`config.mk`:
```
export PLATFORM = sky130hd
export DESIGN_NAME = ntt_stage_sequencer_flat
export DESIGN_NICKNAME = d
export VERILOG_FILES = /design/src/rtl/ntt_stage_sequencer_if.sv /design/src/rtl/ntt_stage_sequencer.sv /design/src/flat_wrapper.sv
export SDC_FILE = /design/constraint.sdc
export NUM_CORES = 1
export LEC_CHECK = 0
export CAP_MARGIN = 20
export CORE_MARGIN = 2
export CORE_UTILIZATION = 40
export DETAILED_ROUTE_END_ITERATION = 8
export HOLD_SLACK_MARGIN = 0.12
export SLEW_MARGIN = 20
export SYNTH_ARGS = -nofsm -noshare
export SYNTH_HDL_FRONTEND = slang
export SYNTH_SLANG_ARGS = --single-unit
```
`constraint.sdc`:
```
create_clock -name clk -period 7.3 [get_ports clk]
set_input_delay 1.095 -clock clk [delete_from_list [all_inputs] [get_ports clk]]
set_output_delay 1.095 -clock clk [all_outputs]
set_load 0.1 [all_outputs]
```
`src/rtl/ntt_stage_sequencer_if.sv`:
```
// ntt_stage_sequencer_if: butterfly command/write-back bus (bf_valid/ready/radix/inverse/base/stride/stage, wb_valid); master = sequencer, slave = butterfly unit
interface ntt_stage_sequencer_if #(parameter int ADDR_WIDTH = 10);
  logic                  bf_valid;
  logic                  bf_ready;
  logic [2:0]            bf_radix;
  logic                  bf_inverse;
  logic [ADDR_WIDTH-1:0] bf_base;
  logic [ADDR_WIDTH:0]   bf_stride;
  logic [3:0]            bf_stage;
  logic                  wb_valid;
  modport master(output bf_valid, bf_radix, bf_inverse, bf_base, bf_stride, bf_stage, input bf_ready, wb_valid);
  modport slave(input bf_valid, bf_radix, bf_inverse, bf_base, bf_stride, bf_stage, output bf_ready, wb_valid);
endinterface

```
`src/rtl/ntt_stage_sequencer.sv`:
```
// ntt_stage_sequencer: mixed-radix NTT stage/group sequencer; clk, rst_n, i_start/i_inverse/i_cfg_* in, bf master bus, o_busy/o_done/o_err_cfg out
module ntt_stage_sequencer #(
  parameter int ADDR_WIDTH = 10,
  parameter int MAX_STAGES = 8,
  parameter int OUTS_W     = 4
) (
  input  logic                    clk,
  input  logic                    rst_n,
  input  logic                    i_start,
  input  logic                    i_inverse,
  input  logic [ADDR_WIDTH:0]     i_cfg_len,
  input  logic [3:0]              i_cfg_stages,
  input  logic [3*MAX_STAGES-1:0] i_cfg_radix,
  ntt_stage_sequencer_if.master   bf,
  output logic                    o_busy,
  output logic                    o_done,
  output logic                    o_err_cfg
);
  localparam int PW = ADDR_WIDTH + 4;
  localparam logic [OUTS_W-1:0] OMAX = '1;
  typedef enum logic [2:0] {IDLE, LOAD, ISSUE, DRAIN, FINISH} state_t;
  state_t                  r_state;
  logic [ADDR_WIDTH:0]     r_len, r_span, r_grp, r_j, r_stride;
  logic [3:0]              r_nst, r_stage;
  logic [3*MAX_STAGES-1:0] r_rad;
  logic [PW-1:0]           r_prod;
  logic [OUTS_W-1:0]       r_outs;
  logic [ADDR_WIDTH-1:0]   r_base;
  logic [2:0]              r_radix;
  logic                    r_inv, r_valid, r_busy, r_done, r_err;
  logic [2:0]              w_rc;
  logic [PW-1:0]           w_ms, w_len;
  logic [ADDR_WIDTH:0]     w_step, w_jn;
  logic [OUTS_W-1:0]       w_onext;
  logic                    w_last, w_lerr, w_hs, w_free, w_more, w_dec, w_go;
  function automatic logic [PW-1:0] mulr(input logic [PW-1:0] s, input logic [2:0] c);
    return c == 3'd0 ? s << 1 : c == 3'd1 ? (s << 1) + s : c == 3'd2 ? s << 2 : c == 3'd3 ? (s << 2) + s : (s << 3) - s;
  endfunction
  assign w_rc    = r_rad[3*r_stage +: 3];
  assign w_ms    = mulr(r_state == LOAD ? r_prod : PW'(r_span), w_rc);
  assign w_len   = PW'(r_len);
  assign w_step  = w_ms[ADDR_WIDTH:0];
  assign w_jn    = r_j + (ADDR_WIDTH+1)'(1);
  assign w_last  = r_stage == r_nst - 4'd1;
  assign w_lerr  = r_nst == 4'd0 || r_nst > 4'(MAX_STAGES) || w_rc > 3'd4 || w_ms > w_len || (w_last && w_ms != w_len);
  assign w_hs    = r_valid && bf.bf_ready;
  assign w_free  = !r_valid || bf.bf_ready;
  assign w_more  = r_grp < r_len;
  assign w_dec   = bf.wb_valid && r_outs != '0;
  assign w_onext = r_outs + OUTS_W'(w_hs) - OUTS_W'(w_dec);
  assign w_go    = w_more && w_onext != OMAX;
  assign bf.bf_valid   = r_valid;
  assign bf.bf_radix   = r_radix;
  assign bf.bf_inverse = r_inv;
  assign bf.bf_base    = r_base;
  assign bf.bf_stride  = r_stride;
  assign bf.bf_stage   = r_stage;
  assign o_busy        = r_busy;
  assign o_done        = r_done;
  assign o_err_cfg     = r_err;
  always_ff @(posedge clk) begin
    if (!rst_n) begin
      r_state  <= IDLE;
      r_len    <= '0;
      r_span   <= '0;
      r_grp    <= '0;
      r_j      <= '0;
      r_stride <= '0;
      r_nst    <= '0;
      r_stage  <= '0;
      r_rad    <= '0;
      r_prod   <= '0;
      r_outs   <= '0;
      r_base   <= '0;
      r_radix  <= '0;
      r_inv    <= 1'b0;
      r_valid  <= 1'b0;
      r_busy   <= 1'b0;
      r_done   <= 1'b0;
      r_err    <= 1'b0;
    end else begin
      r_done <= 1'b0;
      r_err  <= 1'b0;
      r_outs <= w_onext;
      case (r_state)
        IDLE: if (i_start) begin
          r_len   <= i_cfg_len;
          r_nst   <= i_cfg_stages;
          r_rad   <= i_cfg_radix;
          r_inv   <= i_inverse;
          r_prod  <= PW'(1);
          r_stage <= '0;
          r_busy  <= 1'b1;
          r_state <= LOAD;
        end
        LOAD: if (w_lerr) begin
          r_err   <= 1'b1;
          r_busy  <= 1'b0;
          r_state <= IDLE;
        end else if (w_last) begin
          r_stage <= '0;
          r_span  <= (ADDR_WIDTH+1)'(1);
          r_grp   <= '0;
          r_j     <= '0;
          r_state <= ISSUE;
        end else begin
          r_prod  <= w_ms;
          r_stage <= r_stage + 4'd1;
        end
        ISSUE: if (w_free) begin
          r_valid <= w_go;
          if (w_go) begin
            r_base   <= ADDR_WIDTH'(r_grp + r_j);
            r_stride <= r_span;
            r_radix  <= w_rc;
            r_j      <= w_jn < r_span ? w_jn : '0;
            r_grp    <= w_jn < r_span ? r_grp : r_grp + w_step;
          end
          if (!w_more) r_state <= DRAIN;
        end
        DRAIN: if (r_outs == '0) begin
          if (!w_last) begin
            r_stage <= r_stage + 4'd1;
            r_span  <= w_step;
            r_grp   <= '0;
            r_j     <= '0;
            r_state <= ISSUE;
          end else begin
            r_done  <= 1'b1;
            r_busy  <= 1'b0;
            r_state <= FINISH;
          end
        end
        default: r_state <= IDLE;
      endcase
    end
  end
endmodule

```
`src/flat_wrapper.sv`:
```
// flat-port wrapper written by rule: the top's interface ports become plain ports
module ntt_stage_sequencer_flat 
#(
  parameter int ADDR_WIDTH = 10,
  parameter int MAX_STAGES = 8,
  parameter int OUTS_W     = 4
)
  (clk, rst_n, i_start, i_inverse, i_cfg_len, i_cfg_stages, i_cfg_radix, o_busy, o_done, o_err_cfg, bf_bf_valid, bf_bf_radix, bf_bf_inverse, bf_bf_base, bf_bf_stride, bf_bf_stage, bf_bf_ready, bf_wb_valid);
  ntt_stage_sequencer_if #(.ADDR_WIDTH(ADDR_WIDTH)) bf_i ();
  input  logic clk;
  input  logic rst_n;
  input  logic i_start;
  input  logic i_inverse;
  input  logic [ADDR_WIDTH:0] i_cfg_len;
  input  logic [3:0] i_cfg_stages;
  input  logic [3*MAX_STAGES-1:0] i_cfg_radix;
  output logic o_busy;
  output logic o_done;
  output logic o_err_cfg;
  output wire logic [$bits(bf_i.bf_valid)-1:0] bf_bf_valid;
  output wire logic [$bits(bf_i.bf_radix)-1:0] bf_bf_radix;
  output wire logic [$bits(bf_i.bf_inverse)-1:0] bf_bf_inverse;
  output wire logic [$bits(bf_i.bf_base)-1:0] bf_bf_base;
  output wire logic [$bits(bf_i.bf_stride)-1:0] bf_bf_stride;
  output wire logic [$bits(bf_i.bf_stage)-1:0] bf_bf_stage;
  input wire logic [$bits(bf_i.bf_ready)-1:0] bf_bf_ready;
  input wire logic [$bits(bf_i.wb_valid)-1:0] bf_wb_valid;
  assign bf_bf_valid = bf_i.bf_valid;
  assign bf_bf_radix = bf_i.bf_radix;
  assign bf_bf_inverse = bf_i.bf_inverse;
  assign bf_bf_base = bf_i.bf_base;
  assign bf_bf_stride = bf_i.bf_stride;
  assign bf_bf_stage = bf_i.bf_stage;
  assign bf_i.bf_ready = bf_bf_ready;
  assign bf_i.wb_valid = bf_wb_valid;
  ntt_stage_sequencer #(.ADDR_WIDTH(ADDR_WIDTH), .MAX_STAGES(MAX_STAGES), .OUTS_W(OUTS_W)) u_core (.clk(clk), .rst_n(rst_n), .i_start(i_start), .i_inverse(i_inverse), .i_cfg_len(i_cfg_len), .i_cfg_stages(i_cfg_stages), .i_cfg_radix(i_cfg_radix), .bf(bf_i), .o_busy(o_busy), .o_done(o_done), .o_err_cfg(o_err_cfg));
endmodule
```
==> impl_metrics.toml <==
[status]
status = "finished, final reports clean"

[global_routing]
grtUsageMet2 = 0.3738
grt_overflow = 0
grt_use_met3 = 0.03860
antenna_found_initial = 0
first_global_vias = 9215
grt_usage = 0.2317
busiest_layer = "met2"
grt_pass1_wl_um = 48960
grt_max_degree = 66
grtUsageMet1 = 0.3042

[cts]
cts_hold_buf = 0
clk_path_buf_depth = 2
clk_pin_slew_worst_paths_ns = 0.06
clock-sinks = 126
cts_tree = "yes"
clock_latency_ns = 0.42
numCtsBuffers = 17
cts_htree_levels = 4
root_buffer = "clkbuf_16"

[sta]
fmax_mhz = 148.1
hold_viol_final = 0
slew_viol_final = 0
worst_pin_slew_ns = 0.9992
period_share = 0.9248
rsz0062_at_grt = "false"
tns_ns = 0
fin_worst_skew_ns = 0.008653
fin_crit_ns = 6.751
slew_headroom = 0.3339
setup_viol = 0

[power_and_ir_drop]
ir_drop_mv = 0.1897
intPower_mw = 1.571
pwr-share-seq = 0.328
p_sw_mw = 0.6922
sw_frac_of_total = 0.3058
p_total_mw = 2.263
clock_power_share = 0.422
p_leak_nw = 4.744
p_comb_frac = 0.250
p_per_area_nw_per_um2 = 189.2

[critical_path]
crit_start = "u_core.r_state[0]"
r2r-end = "u_core.r_grp[7]"
crit_arrival_ns = 7.09
start_kind = "flip-flop"
endpoint_kind = "flip-flop"
reg2reg_slack_ns = 0.55
path_max_fanout = 22
crit-reg2reg-launch = "u_core.r_state[0]"
critical_path_class = "flip-flop to flip-flop"
r2r_cells = 27
worstPathRequired_ns = 7.64

[routing]
drc = 0
first_pass_iters = 6
drt_iter0_drc = 721
antenna_left = 0
wl_per_cell_um = 17.51
finalWirelength_um = 30680
routed_via_density = 5.587
vias = 9788

[synth]
syn_area_um2 = 10200
yosysWarnings = 0
postSynth.asyncResetShare = 0
synth_cell_types = 88
ys_ff_latch = 126
avgSynthCellArea_um2 = 7.453
syn_nets = 1495
ys.flop_type = "dfxtp_1"
synth-edff-count = 0
yosysSeqAreaShare = 0.2474
syn_inst = 1368

[final_layout]
drive_gt1_frac = 0.07454
areaGrowthSynthToFinish_pct = 17.30
fin_nets = 1537
diodes = 0

[floorplanning]
die_area_um2 = 26780
core_area_um2 = 25110
design.portCount = 78
num_rows = 58
die_w_um = 163.7
die_h_um = 163.7
initial_core_util = 0.4061

[hold_path]
holdCritPathClass = "flip-flop to flip-flop"
whs_endpoint = "u_core.r_len[3]"
worstHoldPathCells = 2
hold_start = "u_core.r_len[3]"

[flow_run]
cap_viol_max_count = 0

[place]
portBuffers = 77
place_congestion = 0.9194
dp_hpwl_um = 22730
==> worst max path at each step <==
stage                     depth (start not counted)                to
after global placement                           29   u_core.r_grp[4]
after detailed placement                         29   u_core.r_grp[8]
after CTS                                        29   u_core.r_grp[7]
after floorplan                                  32  u_core.r_prod[9]
final                                            27   u_core.r_grp[7]
after global routing                             29   u_core.r_grp[8]
==> routing by layer <==
layer | vias to the layer above | wire length [um] | share of wire
met5 | - | 0 | 0
li1 | 4856 | - | -
met2 | 319 | 14170 | 0.46
met4 | 0 | 956 | 0.031
met3 | 56 | 1783 | 0.058
met1 | 4557 | 13760 | 0.45
==> cell usage in the layout, fill, tap and decap left out, types with 4 or more instances in the layout <==
master	netlist	routed
a211o_1	6	6
a211oi_1	12	12
a21o_1	14	14
a21oi_1	157	156
a311oi_1	4	4
a31oi_1	10	10
and2_1	11	11
and3_1	5	5
buf_4	0	33
bufinv_16	0	5
clkbuf_16	0	17
clkdlybuf4s50_1	0	77
clkinvlp_4	0	4
dfxtp_1	126	126
ha_1	79	79
inv_1	76	75
maj3_1	8	8
mux2_1	4	4
mux2_2	6	6
mux2i_1	19	19
mux4_2	5	5
nand2_1	193	193
nand2b_1	17	16
nand3_1	27	27
nand3b_1	4	4
nand4_1	6	6
nor2_1	134	134
nor2b_1	11	11
nor3_1	30	29
o211ai_1	14	14
o21a_1	8	8
o21ai_0	59	59
o21bai_1	11	11
o22ai_1	17	17
o32ai_1	4	4
or3_1	22	22
or4_1	6	6
xnor2_1	59	59
xor2_1	35	35
==> cells by family after synthesis <==
group,synth area share
mux,0.05031
flops,0.2474
compound gates,0.2214
fa+ha+maj,0.1107
buf+inv,0.06492
simple gates,0.2246
xor+xnor,0.08075
==> worst max-delay path, cell delays in order, from the launching register on <==
cell,delay [ns]
dfxtp_1,0.45
nor3b_4,0.37
buf_6,0.27
nor2_1,0.06
a21o_1,0.26
ha_1,0.36
a31o_2,0.26
o22ai_1,0.25
and2_1,0.21
o21ai_0,0.12
xor2_1,0.16
mux2_2,0.26
a21oi_1,0.14
mux2i_1,0.09
o21ai_0,0.50
inv_1,0.15
ha_1,0.33
a21oi_1,0.15
o21ai_0,0.09
o21ai_0,0.17
a31oi_1,0.12
a211o_1,0.26
a211o_1,0.35
nor4b_2,0.38
o21ai_2,0.19
buf_4,0.21
or3_1,0.35
a21oi_1,0.17
==> metrics by stage <==
stage	cells	area, um^2	setup WS, ns	util	hold slack (ns)
3_5_place_dp	1720	11270	0.2925	0.4487	0.4477
2_1_floorplan	1368	10200	0.2725	-	0.4331
6_report	1752	11960	0.5490	0.4763	0.4539
5_1_grt	1752	11960	0.04447	0.4763	0.4672
4_1_cts	1751	11920	0.1813	0.4748	0.4558
3_3_place_gp	1720	11270	0.4756	0.4487	0.4428
==> repair_timing <==
action,in CTS,in global routing
hold endpoints to repair,0,0
buffers inserted,0,1
endpoints found under the setup margin,0,50
gates resized for setup,0,7
==> synthesized netlist by cell type, drive strengths merged (4+ instances only) <==
cell,n,area (um^2)
mux4,7,165.2
maj3,8,80.08
or2,6,37.54
o21ai,61,309.0
or4,6,45.04
clkbuf,58,217.7
o32ai,4,35.03
buf,30,158.9
nand2b,18,120.1
a211oi,13,102.6
ha,79,988.5
xnor2,59,516.8
and3,5,31.28
xor2,35,306.5
o21a,8,60.06
a31oi,10,62.56
nand3,27,135.1
nand4,6,37.54
or3,22,137.6
a211o,6,52.55
nand3b,5,41.29
a21oi,159,803.3
and2,11,68.82
nor2b,11,68.82
o31ai,4,30.03
a311oi,5,50.04
inv,76,285.3
nor2,134,503.0
nand2,193,724.4
mux2,10,112.6
dfxtp,126,2522
a21o,14,105.1
o211ai,14,105.1
o22ai,17,106.4
nor3,32,176.4
mux2i,21,235.2
o21bai,11,82.58
==> registers in the layout, summed over array words and instances (netlist names) <==
name	flops
u_core.r_rad	24
u_core.r_prod	14
u_core.bf.bf_stride	11
u_core.r_grp	11
u_core.r_j	11
u_core.r_len	11
u_core.r_span	11
u_core.bf.bf_base	10
u_core.bf.bf_stage	4
u_core.r_nst	4
u_core.r_outs	4
u_core.bf.bf_radix	3
u_core.r_state	3
u_core.bf.bf_inverse	1
u_core.bf.bf_valid	1
u_core.o_busy	1
u_core.o_done	1
u_core.o_err_cfg	1
==> power by group through the flow <==
stage	clock (mW)	sequential [mW]	combinational [mW]
floorplan	0	0.763	0.389
global placement	0	0.756	0.553
global route	0.997	0.746	0.628
finish	0.955	0.742	0.566
detailed placement	0	0.757	0.558
CTS	0.968	0.742	0.561
==> cell type report <==
cell class	count	area, um^2
clock inverters	10	185.2
fillers	2600	13150
flip-flops and latches	126	2522
clock buffers	21	470.5
well taps	330	412.9
multi-input cells	1078	7053
inverters	76	286.5
repair buffers	111	1030
(Power assumes the default switching activity.)
